### src/rtl/regfile_wb_if.sv
// Operand read and write-back bus of the 8-bit register file.
// wb_valid has no ready: every write-back presented with wb_valid is accepted at that clock edge.
interface regfile_wb_if #(
    parameter int NREGS = 8,
    parameter int W     = 8
);
    localparam int AW = $clog2(NREGS);

    logic [AW-1:0] rd_addr_a;
    logic [AW-1:0] rd_addr_b;
    logic [W-1:0]  rd_data_a;
    logic [W-1:0]  rd_data_b;
    logic          wb_valid;
    logic [AW-1:0] wb_addr;
    logic [W-1:0]  wb_data;
    logic          wb_zero;
    logic          wb_setflag;
    logic          zero_flag;
    logic          pend_valid;

    modport master (
        output rd_addr_a, rd_addr_b,
        output wb_valid, wb_addr, wb_data, wb_zero, wb_setflag,
        input  rd_data_a, rd_data_b, zero_flag, pend_valid
    );

    modport slave (
        input  rd_addr_a, rd_addr_b,
        input  wb_valid, wb_addr, wb_data, wb_zero, wb_setflag,
        output rd_data_a, rd_data_b, zero_flag, pend_valid
    );
endinterface

### src/rtl/regfile_wb.sv
// Register file with a one-entry write-back stage; the pending entry is forwarded
// to both combinational read ports until it commits to the array on the next edge.
module regfile_wb #(
    parameter int NREGS = 8,
    parameter int W     = 8
) (
    input  logic         clk,
    input  logic         reset,
    regfile_wb_if.slave  bus
);
    localparam int AW = $clog2(NREGS);

    logic [W-1:0]  mem_q [NREGS];
    logic [W-1:0]  mem_d [NREGS];
    logic          pend_valid_q, pend_valid_d;
    logic [AW-1:0] pend_addr_q,  pend_addr_d;
    logic [W-1:0]  pend_data_q,  pend_data_d;
    logic          zero_flag_q,  zero_flag_d;

    // The older pending entry commits on the same edge a newer one is captured,
    // so back-to-back writes to any address are never dropped.
    always_comb begin
        mem_d = mem_q;
        if (pend_valid_q) begin
            mem_d[pend_addr_q] = pend_data_q;
        end
    end

    always_comb begin
        pend_valid_d = bus.wb_valid;
        pend_addr_d  = pend_addr_q;
        pend_data_d  = pend_data_q;
        zero_flag_d  = zero_flag_q;
        if (bus.wb_valid) begin
            pend_addr_d = bus.wb_addr;
            pend_data_d = bus.wb_data;
            if (bus.wb_setflag) begin
                zero_flag_d = bus.wb_zero;
            end
        end
    end

    always_ff @(posedge clk) begin
        if (reset) begin
            for (int i = 0; i < NREGS; i++) begin
                mem_q[i] <= '0;
            end
            pend_valid_q <= 1'b0;
            pend_addr_q  <= '0;
            pend_data_q  <= '0;
            zero_flag_q  <= 1'b0;
        end else begin
            for (int i = 0; i < NREGS; i++) begin
                mem_q[i] <= mem_d[i];
            end
            pend_valid_q <= pend_valid_d;
            pend_addr_q  <= pend_addr_d;
            pend_data_q  <= pend_data_d;
            zero_flag_q  <= zero_flag_d;
        end
    end

    // Only the registered pending entry is forwarded; wb_data never reaches the
    // read ports, which keeps ALU -> wb_data -> rd_data -> ALU free of a comb loop.
    always_comb begin
        bus.rd_data_a = mem_q[bus.rd_addr_a];
        bus.rd_data_b = mem_q[bus.rd_addr_b];
        if (pend_valid_q && (pend_addr_q == bus.rd_addr_a)) begin
            bus.rd_data_a = pend_data_q;
        end
        if (pend_valid_q && (pend_addr_q == bus.rd_addr_b)) begin
            bus.rd_data_b = pend_data_q;
        end
    end

    assign bus.zero_flag  = zero_flag_q;
    assign bus.pend_valid = pend_valid_q;

endmodule

### src/flat_wrapper.sv
// flat-port wrapper written by rule: the top's interface ports become plain ports
module regfile_wb_flat 
#(
    parameter int NREGS = 8,
    parameter int W     = 8
)
  (clk, reset, bus_rd_addr_a, bus_rd_addr_b, bus_wb_valid, bus_wb_addr, bus_wb_data, bus_wb_zero, bus_wb_setflag, bus_rd_data_a, bus_rd_data_b, bus_zero_flag, bus_pend_valid);
  regfile_wb_if #(.NREGS(NREGS), .W(W)) bus_i ();
  input  logic clk;
  input  logic reset;
  input wire logic [$bits(bus_i.rd_addr_a)-1:0] bus_rd_addr_a;
  input wire logic [$bits(bus_i.rd_addr_b)-1:0] bus_rd_addr_b;
  input wire logic [$bits(bus_i.wb_valid)-1:0] bus_wb_valid;
  input wire logic [$bits(bus_i.wb_addr)-1:0] bus_wb_addr;
  input wire logic [$bits(bus_i.wb_data)-1:0] bus_wb_data;
  input wire logic [$bits(bus_i.wb_zero)-1:0] bus_wb_zero;
  input wire logic [$bits(bus_i.wb_setflag)-1:0] bus_wb_setflag;
  output wire logic [$bits(bus_i.rd_data_a)-1:0] bus_rd_data_a;
  output wire logic [$bits(bus_i.rd_data_b)-1:0] bus_rd_data_b;
  output wire logic [$bits(bus_i.zero_flag)-1:0] bus_zero_flag;
  output wire logic [$bits(bus_i.pend_valid)-1:0] bus_pend_valid;
  assign bus_i.rd_addr_a = bus_rd_addr_a;
  assign bus_i.rd_addr_b = bus_rd_addr_b;
  assign bus_i.wb_valid = bus_wb_valid;
  assign bus_i.wb_addr = bus_wb_addr;
  assign bus_i.wb_data = bus_wb_data;
  assign bus_i.wb_zero = bus_wb_zero;
  assign bus_i.wb_setflag = bus_wb_setflag;
  assign bus_rd_data_a = bus_i.rd_data_a;
  assign bus_rd_data_b = bus_i.rd_data_b;
  assign bus_zero_flag = bus_i.zero_flag;
  assign bus_pend_valid = bus_i.pend_valid;
  regfile_wb #(.NREGS(NREGS), .W(W)) u_core (.clk(clk), .reset(reset), .bus(bus_i));
endmodule
### config.mk
export PLATFORM = sky130hd
export DESIGN_NAME = regfile_wb_flat
export DESIGN_NICKNAME = d
export VERILOG_FILES = /design/src/rtl/regfile_wb_if.sv /design/src/rtl/regfile_wb.sv /design/src/flat_wrapper.sv
export SDC_FILE = /design/constraint.sdc
export NUM_CORES = 1
export LEC_CHECK = 0
export CAP_MARGIN = 20
export CORE_AREA = 2 2 94 96
export DETAILED_ROUTE_END_ITERATION = 12
export DIE_AREA = 0 0 96 98
export PLACE_DENSITY = 0.73
export REMOVE_ABC_BUFFERS = 1
export SYNTH_ARGS = -nofsm -noshare
export SYNTH_HDL_FRONTEND = slang
export SYNTH_SLANG_ARGS = --single-unit
### constraint.sdc
create_clock -name clk -period 2.7 [get_ports clk]
set_input_delay 0.675 -clock clk [delete_from_list [all_inputs] [get_ports clk]]
set_output_delay 0.675 -clock clk [all_outputs]
set_load 0.02 [all_outputs]
# Word-level counts from Yosys, hierarchy flattened
# Index checks and enable logic that the tools add are counted.
# word_totals
reg_bits	77
output_inout_bits	18
# classes
order_cmp	4
eq_ne	2
muxes	11
n_bitwise	3
n_reduce_logical	4
# op_table
operator	count
$bwmux 64	1
$mux 8	7
$bmux 8 s3	2
$demux 8 s3	1
$ge 4x4->1 const B	3
$not 3->4	3
$eq 3x3->1	2
$lt 4x1->1 const B	1
$logic_and 1x1->1	3
$reduce_and 2->1	1

# Logic depth before layout (Yosys ltp)
# Gate-level depths: netlist of the first run.
# depth
ltp_word	6
ltp_mapped	6
mapped_depth_nobuf	3

# Worst setup path after synthesis of the first run
# Ideal clock, no wire load.
# synth_path
kind	input-to-output
from	in bus_rd_addr_a[0]
to	out bus_rd_data_a[6]
t_arrival_ps	2014
required_time_ps	2025
path_slack_ps	11
path_stages	5
n_path_buf	2
path_cell_list	buf_6 buf_12 mux4_1 mux2_2 mux2_4
# synth_via
elab_chain_cells	5
word_cells_on_any_way	7
# synth_rtl
item	line	source
start, declared	flat_wrapper.sv:11	input wire logic [$bits(bus_i.rd_addr_a)-1:0] bus_rd_addr_a;
$not 3->4 (not written as such)	regfile_wb.sv:66	bus.rd_data_a = mem_q[bus.rd_addr_a];
$bmux 8 s3	regfile_wb.sv:66	
$mux 8 (not written as such) (2 in series)	regfile_wb.sv:66	
$mux 8 *	regfile_wb.sv:68	if (pend_valid_q && (pend_addr_q == bus.rd_addr_a)) begin
end, declared	flat_wrapper.sv:18	output wire logic [$bits(bus_i.rd_data_a)-1:0] bus_rd_data_a;
# Every way passes the cells marked *; elsewhere a longest branch is shown, timed or not. The select of a mux whose other input is x is not followed.

# Final worst setup path of the first run
# layout_path
from	in bus_rd_addr_b[0]
to	out bus_rd_data_b[4]
# layout_via
elab_chain_cells	5
word_cells_on_any_way	7
# layout_rtl
item	line	source
start, declared	flat_wrapper.sv:12	input wire logic [$bits(bus_i.rd_addr_b)-1:0] bus_rd_addr_b;
$not 3->4 (not written as such)	regfile_wb.sv:67	bus.rd_data_b = mem_q[bus.rd_addr_b];
$bmux 8 s3	regfile_wb.sv:67	
$mux 8 (not written as such) (2 in series)	regfile_wb.sv:67	
$mux 8 *	regfile_wb.sv:71	if (pend_valid_q && (pend_addr_q == bus.rd_addr_b)) begin
end, declared	flat_wrapper.sv:19	output wire logic [$bits(bus_i.rd_data_b)-1:0] bus_rd_data_b;
# Marked as above.

==> results of run 1 <==
tightest hold or removal path, cell delays in order (launching register included):
cell and delay (ns):
dfxtp_1 0.32, nand2_1 0.05, a21oi_1 0.06
cells in the mapped netlist:
master	number	area share [%]
a21oi_1	41	5.0
and4_1	1	0.21
and4b_1	3	0.73
buf_1	1	0.091
buf_12	2	0.97
buf_2	11	1.3
buf_6	4	1.1
clkbuf_1	26	2.4
dfxtp_1	77	37
mux2_2	30	8.2
mux2_4	2	0.73
mux2i_1	35	8.5
mux4_1	18	11
mux4_2	14	7.6
nand2_1	82	7.4
nand3_1	1	0.12
nand4_1	3	0.45
nand4b_1	3	0.64
nor2_1	35	3.2
nor2b_1	1	0.15
nor4b_2	1	0.36
nor4bb_1	3	0.73
or4b_2	1	0.24
xnor2_1	6	1.3
per-layer routing:
layer | wire (um) | track usage, % | vias to the layer above | share of wire [%]
li1 | - | - | 1499 | -
met1 | 4360 | 32.3 | 1614 | 40
met2 | 5410 | 38.9 | 155 | 50
met3 | 691 | 4.78 | 40 | 6.4
met4 | 368 | 11.1 | 0 | 3.4
met5 | 0 | 0 | - | 0
power groups by stage:
stage	Clock [mW]	Combinational, mW	Sequential, mW
floorplan	0	0.0844	1.21
global placement	0	0.239	1.20
detailed placement	0	0.244	1.20
CTS	0.765	0.294	1.18
global route	0.818	0.314	1.18
finish	0.757	0.297	1.18
timing repair:
| action | in CTS | in global routing |
|---|---|---|
| resized for setup | 173 | 3 |
| setup endpoints to repair | 16 | 16 |
| cloned | 6 | 0 |
| buffers inserted | 2 | 0 |
how the worst max path moves through the flow:
| stage | startpoint | endpoint | slack [ns] | depth (start not counted) |
|---|---|---|---|---|
| 4_1_cts | bus_rd_addr_b[0] | bus_rd_data_b[5] | -0.1 | 6 |
| 2_1_floorplan | bus_rd_addr_a[0] | bus_rd_data_a[0] | 0.27 | 3 |
| 5_1_grt | bus_rd_addr_b[0] | bus_rd_data_b[4] | -0.12 | 6 |
| 6_report | bus_rd_addr_b[0] | bus_rd_data_b[4] | -0.10 | 6 |
| 3_3_place_gp | bus_rd_addr_a[0] | bus_rd_data_a[1] | -0.99 | 6 |
| 3_5_place_dp | bus_rd_addr_b[0] | bus_rd_data_b[5] | -1.07 | 6 |
cells by family (layout without fill, tap and decap cells):
logic type / Yosys count / in the layout
AO/OA/AOI/OAI: 41 / 41
XOR/XNOR: 6 / 6
buffers and inverters: 44 / 91
flip-flops: 77 / 77
multiplexers: 99 / 99
AND/OR/NAND/NOR: 134 / 134
sequential cells by signal, summed over array words and instances, names as in the netlist:
register               flops
u_core.pend_data_q         8
u_core.mem_q              64
u_core.bus.pend_valid      1
u_core.bus.zero_flag       1
u_core.pend_addr_q         3
area by class of cell:
type	instances	area, sq um	area share, %
well taps	108	135	2.64
multi-input cells	280	2410	47.1
clock buffers	10	128	2.49
flip-flops and latches	77	1540	30.1
clock inverters	6	37.5	0.732
repair buffers	75	871	17.0
==> flow_metrics.tcl, run 1 <==
set metrics [dict create \
    status "finished with violations" \
    violations "negative setup slack" \
    rr_startpoint "u_core.pend_addr_q[0]" \
    tightest_slew_ns 0.731 \
    holdWs_ns 0.468 \
    worst-path-buf-inv 3 \
    synth_cell_types 24 \
    critPathLaunchType "input pin" \
    swShare_pct 26.4 \
    synth-xor-area-share_pct 1.27 \
    fill_cells 617 \
    fin_setup_tns_ns -1.32 \
    clock_path_buffers 2 \
    cts_tree "done" \
    p_sw_uw 588 \
    syn_avg_cell_area_sq_um 10.3 \
    core-area_sq_um 8470 \
    reg2regPathDepth 4 \
    die-height_um 98 \
    grt_usage_pct 24.5 \
    initial_utilization_pct 48.9 \
    dp_cells 532 \
    min_period_ns 2.80 \
    power_density_nw_per_um2 435 \
    drt-initial-drc-count 262 \
    synthAdderAreaFrac_pct 0 \
    power_frac_clock_pct 33.9 \
    grt-ovfl-total 0 \
    placed_area_sq_um 4710 \
    max_slew_margin_pct 51.1 \
    hp-class "flip-flop to flip-flop" \
    cpMostUsedCell "mux2_4" \
    min_from "u_core.bus.zero_flag" \
    slew_viol_final 0 \
    h-tree-depth 3 \
    vias 3308 \
    die_area_sq_um 9410 \
    antenna_left 0 \
    clock-root-buffer "clkbuf_8" \
    post-route-util_pct 60.6 \
    fp.dieW_um 96 \
    cts_num_sinks 77 \
    max-cap-violations 0 \
    yosys.area_share.simple_pct 14.2 \
    whs_path_depth 2 \
    syn2layout_area_growth_pct 23.9 \
    finalNonFillerCells 556 \
    port_buffers 39 \
    dr.pass1.iters 5 \
    critPathSlowestCell "mux4_2" \
    io_pins 40 \
    cp_max_fo 8 \
    insertion_delay_ns 0.36 \
    core.rowCount 34 \
    hpwl_mm 6.94 \
    grt_start_max_net_pins 35 \
    fmax_ghz 0.357 \
    critical_path_class "input pin to primary output" \
    wire_per_inst_um 19.5 \
    period_share_pct 104 \
    path_clk_slew_ns 0.08 \
    grt_pass1_wl_mm 17.4 \
    nets 465 \
    hold_viol_final 0 \
    ys_seq_area_share_pct 37.3 \
    crit_path_cell_trace "buf_12 -> buf_16 -> mux4_2 -> mux2_4 -> mux2_4 -> buf_6" \
    cts-buffers-inserted 9 \
    worstPathRequired_ns 2.03 \
    r2r_slack_ns 0.93 \
    num_antenna_cells 0 \
    p_int_mw 1.64 \
    setup_ws_ns -0.105 \
    slowest_delay_ns 0.53 \
    layout_common_cells "nand2_1, dfxtp_1, a21oi_1" \
    cts-hold-fix-buffers 0 \
    yosys_warnings 0 \
    drive_gt1_share_pct 31.5 \
    p_seq_share_pct 52.8 \
    design_area_sq_um 5130 \
    place_ws_ns -1.07 \
    rr_endpoint "u_core.mem_q[62]" \
    power.leakage_nw 1.94 \
    cpLargestDelayFamily "multiplexers" \
    p_comb_share_pct 13.3 \
    gp_congestion 0.821 \
    total_power_mw 2.23 \
    antenna_found_initial 0 \
    drc 0 \
    setup_viol 16 \
    ys_seq_elements 77 \
    vdd_drop_max_uv 292 \
    layout_commonest_cell "nand2_1" \
    rsz0062_at_grt "yes" \
    synth_cells 401 \
    end_kind "primary output" \
    netlist_area_sq_um 4140 \
    synth_top_family_by_area "multiplexers" \
    hold_end "u_core.bus.zero_flag" \
    synth_compound_area_share_pct 4.96 \
    worst_clock_skew_ns 0.00907 \
    arrival_ns 2.13 \
    grt_pass1_vias 3284 \
    routed_wl_mm 10.8 \
    synthMuxAreaShare_pct 36.4 \
    vias_per_cell 5.95 \
]
Note: power is estimated with default switching activity, not from simulation.
==> inputs of run 2 (changes only) <==
--- a/config.mk
+++ b/config.mk
@@ -11,6 +11,7 @@
 export DIE_AREA = 0 0 96 98
 export PLACE_DENSITY = 0.73
 export REMOVE_ABC_BUFFERS = 1
+export SKIP_LAST_GASP = 1
 export SYNTH_ARGS = -nofsm -noshare
 export SYNTH_HDL_FRONTEND = slang
 export SYNTH_SLANG_ARGS = --single-unit
==> results of run 2 <==
Final layout, timing and power as in run 1 (identical DEF).
